`src/rtl/display_scan_driver.sv`:
```
// display_scan_driver
// Time-multiplexed driver for an 8-digit common-anode 7-segment display.
// Digits 3:0 show a 16-bit value in hex, digit 7 shows a 3-bit status,
// DPs 4:0 show flags. Inputs are captured once per scan frame so a frame
// is always internally consistent.
module display_scan_driver #(
  parameter int DWELL = 100000,
  parameter int CNT_W = 17
) (
  input  logic        clk,
  input  logic        reset,
  input  logic [15:0] ToDisplay,
  input  logic [4:0]  Flags,
  input  logic [2:0]  Status,
  input  logic        BlankZeros,
  output logic [7:0]  Anodes,
  output logic [6:0]  Segments,
  output logic        DP
);

  localparam logic [CNT_W-1:0] CNT_LAST = CNT_W'(DWELL - 1);

  logic [CNT_W-1:0] cnt;
  logic [2:0]       idx;
  logic             dwell_done;

  logic [15:0] frame_value;
  logic [4:0]  frame_flags;
  logic [2:0]  frame_status;
  logic        frame_blank;

  logic [6:0]  seg_next;
  logic        dp_lit;
  logic [7:0]  an_next;

  // Active-low hex patterns, bit order {g,f,e,d,c,b,a}
  function automatic logic [6:0] hex7(input logic [3:0] n);
    case (n)
      4'h0: return 7'h40;
      4'h1: return 7'h79;
      4'h2: return 7'h24;
      4'h3: return 7'h30;
      4'h4: return 7'h19;
      4'h5: return 7'h12;
      4'h6: return 7'h02;
      4'h7: return 7'h78;
      4'h8: return 7'h00;
      4'h9: return 7'h10;
      4'hA: return 7'h08;
      4'hB: return 7'h03;
      4'hC: return 7'h46;
      4'hD: return 7'h21;
      4'hE: return 7'h06;
      default: return 7'h0E;
    endcase
  endfunction

  assign dwell_done = (cnt == CNT_LAST);

  // Dwell counter and digit index; index advances once per dwell period
  always_ff @(posedge clk or posedge reset) begin
    if (reset) begin
      cnt <= '0;
      idx <= 3'd0;
    end else if (dwell_done) begin
      cnt <= '0;
      idx <= idx + 3'd1;
    end else begin
      cnt <= cnt + CNT_W'(1);
    end
  end

  // Frame snapshot at the very end of digit 7 so the next frame starts fresh
  always_ff @(posedge clk or posedge reset) begin
    if (reset) begin
      frame_value  <= 16'h0000;
      frame_flags  <= 5'b00000;
      frame_status <= 3'd0;
      frame_blank  <= 1'b0;
    end else if (dwell_done && (idx == 3'd7)) begin
      frame_value  <= ToDisplay;
      frame_flags  <= Flags;
      frame_status <= Status;
      frame_blank  <= BlankZeros;
    end
  end

  // Per-digit content from the current index and frame registers only
  always_comb begin
    seg_next = 7'h7F;
    dp_lit   = 1'b0;
    case (idx)
      3'd0: begin
        seg_next = hex7(frame_value[3:0]);
        dp_lit   = frame_flags[0];
      end
      3'd1: begin
        seg_next = (frame_blank && (frame_value[15:4] == 12'h000)) ?
                   7'h7F : hex7(frame_value[7:4]);
        dp_lit   = frame_flags[1];
      end
      3'd2: begin
        seg_next = (frame_blank && (frame_value[15:8] == 8'h00)) ?
                   7'h7F : hex7(frame_value[11:8]);
        dp_lit   = frame_flags[2];
      end
      3'd3: begin
        seg_next = (frame_blank && (frame_value[15:12] == 4'h0)) ?
                   7'h7F : hex7(frame_value[15:12]);
        dp_lit   = frame_flags[3];
      end
      3'd4: begin
        dp_lit   = frame_flags[4];
      end
      3'd7: begin
        seg_next = hex7({1'b0, frame_status});
      end
      default: begin
        seg_next = 7'h7F;
        dp_lit   = 1'b0;
      end
    endcase
    // A digit with nothing to show keeps its anode off
    an_next = ((seg_next != 7'h7F) || dp_lit) ? ~(8'd1 << idx) : 8'hFF;
  end

  // Registered outputs; anode, segments and DP always come from the same slot
  always_ff @(posedge clk or posedge reset) begin
    if (reset) begin
      Anodes   <= 8'hFF;
      Segments <= 7'h7F;
      DP       <= 1'b1;
    end else begin
      Anodes   <= an_next;
      Segments <= seg_next;
      DP       <= ~dp_lit;
    end
  end

endmodule

```
`config.mk`:
```
export PLATFORM = sky130hd
export DESIGN_NAME = display_scan_driver
export DESIGN_NICKNAME = d
export VERILOG_FILES = /design/src/rtl/display_scan_driver.sv
export SDC_FILE = /design/constraint.sdc
export NUM_CORES = 1
export LEC_CHECK = 0
export BUFFER_PORTS_ARGS = -buffer_cell sky130_fd_sc_hd__buf_2
export CORE_MARGIN = 1.5
export CORE_UTILIZATION = 35
export DETAILED_ROUTE_END_ITERATION = 10
export GPL_TIMING_DRIVEN = 1
export MAX_ROUTING_LAYER = met4
export SETUP_SLACK_MARGIN = 0.02
export SYNTH_ARGS = -nofsm -noshare
export SYNTH_HDL_FRONTEND = slang
export SYNTH_SLANG_ARGS = --single-unit
```
`constraint.sdc`:
```
create_clock -name clk -period 4.8 [get_ports clk]
set_clock_uncertainty 0.15 [all_clocks]
set_input_delay 0.96 -clock clk [delete_from_list [all_inputs] [get_ports clk]]
set_output_delay 0.96 -clock clk [all_outputs]
set_load 0.01 [all_outputs]
```
# After elaboration in Yosys (flattened, before gate mapping)
# Memories as Yosys holds them, arrays and structs flattened.
# Index checks and enable logic that the tools add are counted.
[word_totals]
reg_bits = 61
latchBits = 0
ramBits = 0
romBits = 504
in_bits = 27
memories = 5
[mem_list]
columns = ["memory", "words", "word_bits", "rd", "rd_ports_with_merged_regs", "write_ports", "line", "source"]
rows = [
  ["(name not given)", 16, 7, 1, 0, 0, "38", "case (n)"],
  ["(name not given)", 16, 7, 1, 0, 0, "38", ""],
  ["(name not given)", 16, 7, 1, 0, 0, "38", ""],
  ["(name not given)", 16, 7, 1, 0, 0, "38", ""],
  ["(name not given)", 8, 7, 1, 0, 0, "38", ""],
]
[op_classes]
n_addsub = 2
mul = 0
div = 0
n_lt_le_gt_ge = 0
eq_ne = 7
shifts = 1
n_mux = 7
bitwise_logic = 2
n_reduce_logical = 9
[op_table]
columns = ["cell", "count"]
rows = [
  ["$pmux 7 s5", 1],
  ["$mux 7", 3],
  ["$add 17x1->17 const B", 1],
  ["$eq 17x17->1 const B", 1],
  ["$mux 17", 1],
  ["$logic_not 12->1", 1],
  ["$logic_not 8->1", 1],
  ["$mux 8", 1],
  ["$not 8->8", 1],
  ["$shl 1x3->8 const A", 1],
  ["$ne 7x7->1 const B", 1],
  ["$eq 3x2->1 const B", 2],
  ["$eq 3x3->1 const B", 2],
  ["$pmux 1 s5", 1],
  ["$logic_and 1x1->1", 4],
  ["$logic_not 4->1", 1],
  ["$add 3x1->3 const B", 1],
  ["$eq 3x1->1 const B", 1],
  ["$logic_not 3->1", 1],
  ["$logic_or 1x1->1", 1],
  ["$not 1->1", 1],
]

# Logic depth before layout (Yosys ltp)
[logic_depth]
word_depth = 7
mapped_depth = 9
ltp_nobuf = 8

# Least setup slack after synthesis
# Ideal clock, no wire load.
[synth_path]
path_type = "register to register"
startpoint = "register frame_value[12]"
endpoint = "register Anodes[4]"
setup_ps = 96
arrival_time_ps = 2188
required_ps = 4554
slack_ps = 2367
path_stages_with_launch = 10
period_less_slack_ps = 2433
path_cell_list = "dfrtp_1 > inv_1 > ha_1 > clkbuf_2 > nand2_1 > o21ai_0 > o211a_1 > or4_1 > a41oi_2 > o211ai_1"
[synth_between]
elab_chain_len = 7
elab_cells_between_ends = 14
[synth_lines]
columns = ["element", "line", "source"]
rows = [
  ["from (decl)", "27", "logic [15:0] frame_value;"],
  ["from (signal assigned)", "81", "frame_value <= ToDisplay;"],
  ["branches (longest 3 deep; another with $mem_v2 16x7)", "--", ""],
  ["$pmux 7 s5 (*)", "92", "case (idx)"],
  ["$ne 7x7->1 (*)", "124", "an_next = ((seg_next != 7'h7F) || dp_lit) ? ~(8'd1 << idx) : 8'hFF;"],
  ["$logic_or 1x1->1 (*)", "124", ""],
  ["$mux 8 (*)", "124", ""],
  ["named net an_next[4]", "34", "logic [7:0] an_next;"],
  ["to (signal assigned)", "134", "Anodes <= an_next;"],
  ["to (decl)", "16", "output logic [7:0] Anodes,"],
]
# Mark *: on every way through the listed nets, which the timed path passes.
# A chain may end at the register's enable or synchronous reset.

# Worst setup path in the final report
[layout_path]
startpoint = "register frame_value[12]"
endpoint = "register Anodes[0]"
[layout_between]
elab_chain_len = 7
elab_cells_between_ends = 14
[layout_lines]
columns = ["element", "line", "source"]
rows = [
  ["branches (longest 3 deep; another with $mem_v2 16x7)", "--", ""],
  ["$pmux 7 s5 (*)", "92", ""],
  ["named net seg_next[5]", "32", "logic [6:0] seg_next;"],
  ["$ne 7x7->1 (*)", "124", ""],
  ["$logic_or 1x1->1 (*)", "124", ""],
  ["$mux 8 (*)", "124", ""],
  ["named net an_next[0]", "34", ""],
]
# Marks and branches as above.

==> results.json <==
{
  "clk_root_buffer_cell": "clkbuf_16",
  "synthesis.area_um2": 4060,
  "wl_per_cell_um": 15.8,
  "rsz0062_at_grt": "no",
  "holdBufCountCts": 0,
  "die_y_um": 111,
  "netlist-cell-type-count": 59,
  "synth_cells": 393,
  "drive_above_1_share_pct": 25.8,
  "num-nets-final": 491,
  "syn_to_final_growth_pct": 13.5,
  "ys.flop_type": "dfrtp_1",
  "ys_warn_count": 0,
  "crit_path_max_fanout": 8,
  "vias": 2985,
  "yosysMostFrequentCell": "dfrtp_1",
  "ir_drop_uv": 141,
  "fin_area_um2": 4610,
  "timing.final.crit_share_pct": 66.8,
  "max-slew-margin-rel_pct": 49.3,
  "cts_tree": "yes",
  "p_per_area_nw_per_um2": 284,
  "core.rowCount": 39,
  "cts-resized-gates": 0,
  "dp_hpwl_um": 6610,
  "grt_pass1_vias": 2960,
  "dieArea_um2": 12300,
  "grt_use_total_pct": 15.9,
  "antenna_left": 0,
  "whs_ns": 0.340,
  "maxCapViolations": 0,
  "synth_top_cell_area_share_pct": 27.7,
  "syn_avg_cell_area_um2": 10.3,
  "port_buffers": 42,
  "instances_no_fill": 574,
  "ff2ff_setup_slack_ns": 1.59,
  "setup_tns_ns": 0,
  "grt_first_pass_wirelength_um": 15200,
  "criticalPathCategory": "register to register",
  "path_clk_slew_ns": 0.05,
  "slew_violations": 0,
  "via_per_inst": 5.20,
  "min_path_type": "register to register",
  "startpoint_type": "register",
  "r2r_end": "Anodes[0]",
  "hold_violations": 0,
  "grt_overflow_total": 0,
  "reg2reg_depth": 8,
  "clk_path_buf_depth": 2,
  "hold_end": "cnt[14]",
  "drc_errors": 0,
  "start_util_pct": 35.7,
  "diodes": 0,
  "routed_wirelength_um": 9070,
  "period_needed_ns": 3.21,
  "cp.required_ns": 4.89,
  "cts_buffers": 9,
  "setup_viol": 0,
  "worstHoldPathCells": 1,
  "ys_top_cells_by_area": "dfrtp_1, ha_1, dfstp_2",
  "leakagePower_nw": 2.10,
  "routabilityCongestion": 0.864,
  "ys_top_cells_by_count": "dfrtp_1, ha_1, nand2_1",
  "grt_max_degree": 62,
  "tightest_slew_ns": 0.761,
  "r2r-start": "frame_value[12]",
  "syn-num-nets": 458,
  "dp.cells": 558,
  "die_x_um": 111,
  "insertion_delay_ns": 0.33,
  "worstHoldStart": "cnt[14]",
  "first_pass_iters": 4,
  "cts_setup_buffers": 0,
  "fp.coreArea_um2": 11400,
  "dpl_cell_area_um2": 4320,
  "cts_sinks": 61,
  "status": "complete, no violations",
  "cts_max_level": 3,
  "synth_top_area_cell": "dfrtp_1",
  "async_flop_share_pct": 100,
  "fmax_mhz": 312,
  "crit_path_end_kind": "register",
  "first_iter_violations": 182,
  "ios": 43,
  "ys_seq_area_share_pct": 38.1,
  "antenna_found_initial": 0,
  "synth_seq_cells": 61,
  "synth-edff-count": 0,
  "critPathArrivalTime_ns": 3.30
}
==> worst max-delay path by stage <==
| stage | startpoint | to | slack [ns] |
|---|---|---|---|
| after detailed placement | frame_value[12] | Anodes[2] | 1.62 |
| after global routing | frame_value[12] | Anodes[0] | 1.31 |
| final | frame_value[12] | Anodes[0] | 1.59 |
| after CTS | frame_value[12] | Anodes[2] | 1.61 |
| after global placement | frame_value[12] | Anodes[4] | 1.66 |
| after floorplan | reset | cnt[0] | 2.20 |
==> registers in the layout, indices dropped and copies added, names as in the netlist <==
name and flops:
Segments 7, frame_flags 5, frame_status 3, frame_blank 1, cnt 17, DP 1
idx 3, Anodes 8, frame_value 16
==> stage by stage <==
step                      total power [mW]  util [%]  setup WS (ns)
after floorplan                      0.648         -           2.20
after global placement               0.686      38.0           1.66
after detailed placement             0.688      38.0           1.62
after CTS                             1.33      40.5           1.61
after global routing                  1.37      40.5           1.31
final                                 1.31      40.5           1.59
==> power by group <==
| part | internal, mW | switching [mW] | leakage [nW] |
|---|---|---|---|
| logic | 0.0571 | 0.0589 | 1.24 |
| registers | 0.535 | 0.0276 | 0.724 |
| clock network | 0.399 | 0.229 | 0.139 |
| total | 0.991 | 0.316 | 2.10 |
==> cells in the final DEF (no fill, tap or decap), types with 10 or more instances in the layout <==
| master | instances |
|---|---|
| buf_2 | 42 |
| inv_1 | 19 |
| o21ai_0 | 26 |
| o211ai_1 | 12 |
| nand3_1 | 10 |
| dfstp_2 | 16 |
| nand2_1 | 31 |
| dfrtp_1 | 45 |
| a21oi_1 | 21 |
| mux2_4 | 20 |
| ha_1 | 38 |
| nand2b_1 | 16 |
| nor2_1 | 14 |
==> kinds of logic after synthesis <==
family          Yosys count  synth area share (%)
flops                    61                  38.1
fa+ha+maj                38                  11.7
simple gates            115                  15.8
xor+xnor                 14                  3.02
compound gates           91                  15.0
buf+inv                  41                  5.18
mux                      33                  11.1
==> layer usage <==
metal / GRT usage, % / wire length, um
met1: 19.5 / 4120
met2: 25.7 / 4480
met3: 4.32 / 360
met4: 4.53 / 120
met5: - / 0
==> worst max-delay path, stage by stage (launching register included) <==
cell       delay [ns]
dfrtp_1          0.48
inv_1            0.15
ha_1             0.34
nand4bb_1        0.29
nor4b_1          0.52
a21o_1           0.34
nand4b_1         0.20
o2111ai_1        0.33
o21ai_0          0.32
==> final cells by class <==
class | instances | area, um^2
Fill cell | 1150 | 6760
Multi-Input combinational cell | 291 | 2300
Sequential cell | 61 | 1550
Clock buffer | 11 | 233
Timing Repair Buffer | 43 | 218
Tap cell | 143 | 179
Inverter | 20 | 75.1
Clock inverter | 5 | 52.6
Note: power is estimated with default switching activity, not from simulation.
